### src/rtl/tt_lut.sv
// tt_lut: registered single-output truth-table lookup with a double-buffered serial reload.
// Optional macro TT_LUT_SWEEP_EN adds sweep_start/out_last and a SWEEP state that streams the table.
module tt_lut #(
    parameter int                      N_IN       = 3,
    parameter logic [(1 << N_IN)-1:0]  DEFAULT_TT = '0
) (
    input  logic            clk,
    input  logic            rst_n,
    input  logic            load_start,
    input  logic            load_valid,
    input  logic            load_bit,
    output logic            load_done,
    input  logic            in_valid,
    input  logic [N_IN-1:0] in_data,
    output logic            in_ready,
    output logic            out_valid,
    output logic            out_data,
    input  logic            out_ready,
`ifdef TT_LUT_SWEEP_EN
    input  logic            sweep_start,
    output logic            out_last,
`endif
    output logic            busy
);

    localparam int              ROWS     = 1 << N_IN;
    localparam logic [N_IN-1:0] LAST_ROW = '1;

    typedef enum logic [1:0] {
        ST_READY,
        ST_LOAD
`ifdef TT_LUT_SWEEP_EN
        , ST_SWEEP
`endif
    } state_t;

    state_t            r_state;
    state_t            w_state_next;
    logic [ROWS-1:0]   r_tt;
    logic [ROWS-1:0]   r_shadow;
    logic [ROWS-1:0]   w_shadow_next;
    logic [N_IN-1:0]   r_cnt;
    logic              r_out_valid;
    logic              r_out_data;
    logic              r_load_done;
    logic              w_xfer;
    logic              w_wr_en;
    logic [N_IN-1:0]   w_wr_idx;
    logic              w_last_wr;
`ifdef TT_LUT_SWEEP_EN
    logic              r_out_last;
    logic              w_sweep_emit;
`endif

    assign busy      = (r_state != ST_READY);
    assign in_ready  = (r_state == ST_READY) && (!r_out_valid || out_ready);
    assign w_xfer    = in_valid && in_ready;
    assign out_valid = r_out_valid;
    assign out_data  = r_out_data;
    assign load_done = r_load_done;

    // A restart coincident with a valid bit makes that bit row 0.
    assign w_wr_en   = (r_state == ST_LOAD) && load_valid;
    assign w_wr_idx  = load_start ? '0 : r_cnt;
    assign w_last_wr = w_wr_en && (w_wr_idx == LAST_ROW);

`ifdef TT_LUT_SWEEP_EN
    assign out_last     = r_out_last;
    assign w_sweep_emit = (r_state == ST_SWEEP) && !(r_out_valid && r_out_last)
                          && (!r_out_valid || out_ready);
`endif

    // NOTE: every always_comb output gets a default first, so no path can infer a latch.
    always_comb begin
        w_shadow_next = r_shadow;
        if (w_wr_en) begin
            w_shadow_next[w_wr_idx] = load_bit;
        end
    end

    always_comb begin
        w_state_next = r_state;
        case (r_state)
            ST_READY: begin
                if (load_start) begin
                    w_state_next = ST_LOAD;
                end
`ifdef TT_LUT_SWEEP_EN
                else if (sweep_start) begin
                    w_state_next = ST_SWEEP;
                end
`endif
            end
            ST_LOAD: begin
                if (w_last_wr) begin
                    w_state_next = ST_READY;
                end
            end
`ifdef TT_LUT_SWEEP_EN
            ST_SWEEP: begin
                if (r_out_valid && r_out_last && out_ready) begin
                    w_state_next = ST_READY;
                end
            end
`endif
            default: w_state_next = ST_READY;
        endcase
    end

    // NOTE: sequential state uses non-blocking assignments so all registers update from pre-edge values.
    always_ff @(posedge clk) begin
        if (!rst_n) begin
            r_state <= ST_READY;
        end else begin
            r_state <= w_state_next;
        end
    end

    // NOTE: the shadow table has no reset; every row is rewritten before it can reach r_tt.
    always_ff @(posedge clk) begin
        r_shadow <= w_shadow_next;
    end

    always_ff @(posedge clk) begin
        if (!rst_n) begin
            r_tt        <= DEFAULT_TT;
            r_cnt       <= '0;
            r_out_valid <= 1'b0;
            r_out_data  <= 1'b0;
            r_load_done <= 1'b0;
`ifdef TT_LUT_SWEEP_EN
            r_out_last  <= 1'b0;
`endif
        end else begin
            r_load_done <= w_last_wr;
            if (w_last_wr) begin
                r_tt <= w_shadow_next;
            end

            if (r_state == ST_READY && w_state_next == ST_LOAD) begin
                r_cnt <= '0;
            end else if (w_wr_en) begin
                r_cnt <= w_wr_idx + N_IN'(1);
            end else if (r_state == ST_LOAD && load_start) begin
                r_cnt <= '0;
            end
`ifdef TT_LUT_SWEEP_EN
            else if (r_state == ST_READY && w_state_next == ST_SWEEP) begin
                r_cnt <= '0;
            end else if (w_sweep_emit) begin
                r_cnt <= r_cnt + N_IN'(1);
            end
`endif

            // The output register always holds its value while stalled by out_ready.
            if (w_xfer) begin
                r_out_valid <= 1'b1;
                r_out_data  <= r_tt[in_data];
`ifdef TT_LUT_SWEEP_EN
                r_out_last  <= 1'b0;
`endif
            end
`ifdef TT_LUT_SWEEP_EN
            else if (w_sweep_emit) begin
                r_out_valid <= 1'b1;
                r_out_data  <= r_tt[r_cnt];
                r_out_last  <= (r_cnt == LAST_ROW);
            end
`endif
            else if (r_out_valid && out_ready) begin
                r_out_valid <= 1'b0;
`ifdef TT_LUT_SWEEP_EN
                r_out_last  <= 1'b0;
`endif
            end
        end
    end

endmodule
### config.mk
export PLATFORM = sky130hd
export DESIGN_NAME = tt_lut
export DESIGN_NICKNAME = d
export VERILOG_FILES = /design/src/rtl/tt_lut.sv
export SDC_FILE = /design/constraint.sdc
export NUM_CORES = 1
export LEC_CHECK = 0
export BUFFER_PORTS_ARGS = -buffer_cell sky130_fd_sc_hd__buf_2
export CORE_ASPECT_RATIO = 0.9
export CORE_MARGIN = 3
export CORE_UTILIZATION = 52
export CTS_BUF_LIST = sky130_fd_sc_hd__clkbuf_2 sky130_fd_sc_hd__clkbuf_4 sky130_fd_sc_hd__clkbuf_8
export DETAILED_ROUTE_END_ITERATION = 12
export GPL_ROUTABILITY_DRIVEN = 0
export GPL_TIMING_DRIVEN = 0
export PLACE_DENSITY = 0.78
export SYNTH_ARGS = -nofsm -noshare
export SYNTH_HDL_FRONTEND = slang
export SYNTH_SLANG_ARGS = --single-unit
### constraint.sdc
create_clock -name clk -period 1.6 [get_ports clk]
set_input_delay 0.32 -clock clk [delete_from_list [all_inputs] [get_ports clk]]
set_output_delay 0.32 -clock clk [all_outputs]
set_load 0.03 [all_outputs]
==> impl_metrics.tcl <==
set metrics [dict create \
    antennaDiodeCount 0 \
    dieArea_um2 2730 \
    postRouteAntennaNets 0 \
    syn_area_um2 1110 \
    dr_total_vias 802 \
    portBuffers 13 \
    min_period_ns 1.53 \
    critPathKind "reg2reg" \
    post-route-period-util_pct 95.9 \
    worstSetupEndpointType "flip-flop" \
    clkPwrFrac_pct 31.0 \
    drt_iter0_drc 14 \
    seq_power_share_pct 59.8 \
    p_switching_mw 0.239 \
    crit_fanout 9 \
    p_leak_nw 0.557 \
    worst-endpoint-required_ns 1.83 \
    grt_pass1_wl_um 3700 \
    yosysWarnings 0 \
    status "completed" \
    multiInputGateArea_um2 636 \
    r2r-start "r_cnt[0]" \
    final_nets 134 \
    min_path_type "in2reg" \
    cp-start-kind "flip-flop" \
    grt_pass1_vias 782 \
    cts_max_level 1 \
    register_area_um2 484 \
    synth_cell_types 34 \
    cp.arrival_ns 1.77 \
    drc_errors 0 \
    synth-seq-cells 24 \
    maxCapViolations 0 \
    ys.flop_type "dfxtp_1" \
    synth-edff-count 0 \
    cts-root-buf "clkbuf_4" \
    dr.pass1.iters 4 \
    hp-start "load_valid" \
    swShare_pct 23.2 \
    rsz0062_at_grt "true" \
    syn_area_per_cell_um2 10.7 \
    cts_inserted_buffers 3 \
    clock_sinks 24 \
    cts_tree "built" \
    slew_viol_final 0 \
    groute.usage.overall_pct 18.9 \
    grt_max_degree 14 \
    yosysSeqAreaShare_pct 43.3 \
    io_pins 15 \
    worstSetupStartpoint "r_cnt[0]" \
    p_int_mw 0.790 \
    start_util_pct 56.3 \
    die_w_um 54.7 \
    postCtsSetupBuffers 0 \
    synth_cells 104 \
    core_area_um2 1970 \
    overflow 0 \
    vdd_drop_max_v 0.000769 \
    ys_async_sr_fraction_pct 0 \
    synthesis.nets 116 \
    rows 15 \
    finalHoldViolations 0 \
    place_area_um2 1230 \
    fin_area_um2 1290 \
    area_growth_pct 16.3 \
    finalClockSkew_ns 0.0112 \
    powerDensity_nw_per_um2 797 \
    routed_via_density 5.49 \
    clk_pin_slew_ns 0.13 \
    setup_viol 0 \
    cts_buffer_depth 2 \
    layout-drive-gt1-share_pct 40.5 \
    totalWireLength_um 2180 \
    fmax_mhz 652 \
    ctsHoldBuffers 0 \
    worstSkewPairLatency_ns 0.32 \
    routedWlPerCell_um 14.9 \
    die-height_um 49.8 \
    fill_cells 164 \
    antenna_found_initial 0 \
    power_mw 1.03 \
    power_frac_comb_pct 9.1 \
    post-dp-hpwl_um 1520 \
]
synthesized netlist by cell type, types with 2 or more instances:
master | instances | area, um2
ha_1 | 2 | 25.0
nand4_1 | 2 | 12.5
nor2_1 | 6 | 22.5
nand3_1 | 5 | 25.0
nand4b_1 | 3 | 26.3
a22oi_1 | 3 | 22.5
nor2b_1 | 2 | 12.5
o21ba_1 | 7 | 70.1
nand3b_1 | 3 | 22.5
clkbuf_1 | 2 | 7.51
o31ai_1 | 2 | 15.0
mux2i_1 | 3 | 30.0
mux2_4 | 7 | 105
dfxtp_1 | 24 | 480
o21ai_0 | 9 | 45.0
buf_2 | 2 | 10.0
mux2_2 | 3 | 33.8
nand2_1 | 3 | 11.3
power by group through the flow:
stage,logic (mW),clock network (mW),registers (mW)
detailed placement,0.0907,0,0.628
CTS,0.0914,0.327,0.615
floorplan,0.0545,0,0.632
global placement,0.0874,0,0.628
finish,0.0939,0.319,0.616
global route,0.102,0.358,0.618
path summary, 6_finish.rpt:
kind	to	slack [ns]	cells past startpoint
max	r_tt[0]	0.07	7
min	r_cnt[0]	0.29	3
max reg2reg	r_tt[0]	0.07	7
min reg2reg	r_state[0]	0.44	1
kinds of logic (layout without fill, tap and decap cells):
| group | after synthesis | after routing | share of synthesized area, % |
|---|---|---|---|
| AND/OR/NAND/NOR | 33 | 34 | 19.3 |
| AO/OA/AOI/OAI | 24 | 24 | 16.0 |
| flip-flops | 24 | 24 | 43.3 |
| multiplexers | 13 | 13 | 15.2 |
| buffers and inverters | 7 | 23 | 3.61 |
| adder cells (fa/ha/maj) | 2 | 2 | 2.25 |
| other | 1 | 1 | 0.338 |
per-stage QoR:
| step | cells | hold WS [ns] | setup TNS (ns) | setup WS (ns) | util [%] |
|---|---|---|---|---|---|
| after CTS | 145 | 0.276 | 0 | 0.00588 | 63.6 |
| final | 146 | 0.290 | 0 | 0.0659 | 65.5 |
| after global placement | 142 | 0.441 | -0.278 | -0.0498 | 62.2 |
| after global routing | 146 | 0.297 | -0.000653 | -0.000653 | 65.5 |
| after floorplan | 104 | 0.428 | 0 | 0.0133 | - |
| after detailed placement | 142 | 0.453 | -0.700 | -0.133 | 62.2 |
final cells by class:
cell class | count | share of cell area, %
clock buffers | 4 | 2.81
flip-flops and latches | 24 | 37.5
well taps | 25 | 2.42
inverters | 1 | 0.291
plain buffers | 5 | 2.71
multi-input cells | 74 | 49.2
repair buffers | 13 | 5.04
state kept, by name, summed over array words and instances, names as in the netlist:
register / count
load_done: 1
out_data: 1
r_shadow: 8
r_cnt: 3
r_tt: 8
r_state: 2
out_valid: 1
what timing repair did:
item	4_1_cts	5_1_grt
cloned	0	1
pin swaps	0	1
gates resized for setup	5	10
endpoints found under the setup margin	9	9
critical path, cell delays in order (launching register included):
cell	delay [ns]
dfxtp_1	0.32
buf_4	0.15
nor2b_4	0.13
ha_2	0.19
ha_4	0.17
and2_2	0.22
o21ai_1	0.13
o21ba_1	0.15
metal layers:
layer	wire length [um]	vias to the layer above	global-route usage [%]	share of wire, %
met5	0	-	0	0
met2	1010	14	29.3	46
li1	-	408	-	-
met4	14	0	3.73	0.64
met1	1060	378	25.1	49
met3	95	2	6.34	4.4
cells in the final DEF, fill, tap and decap left out, types with 4 or more instances in the layout:
cell / instances
dfxtp_1: 21
o21ba_1: 7
o21ai_1: 4
o21ai_0: 4
buf_2: 14
nand3_1: 5
nor2_1: 6
mux2_4: 7
Power figures use the tool's default switching activity.
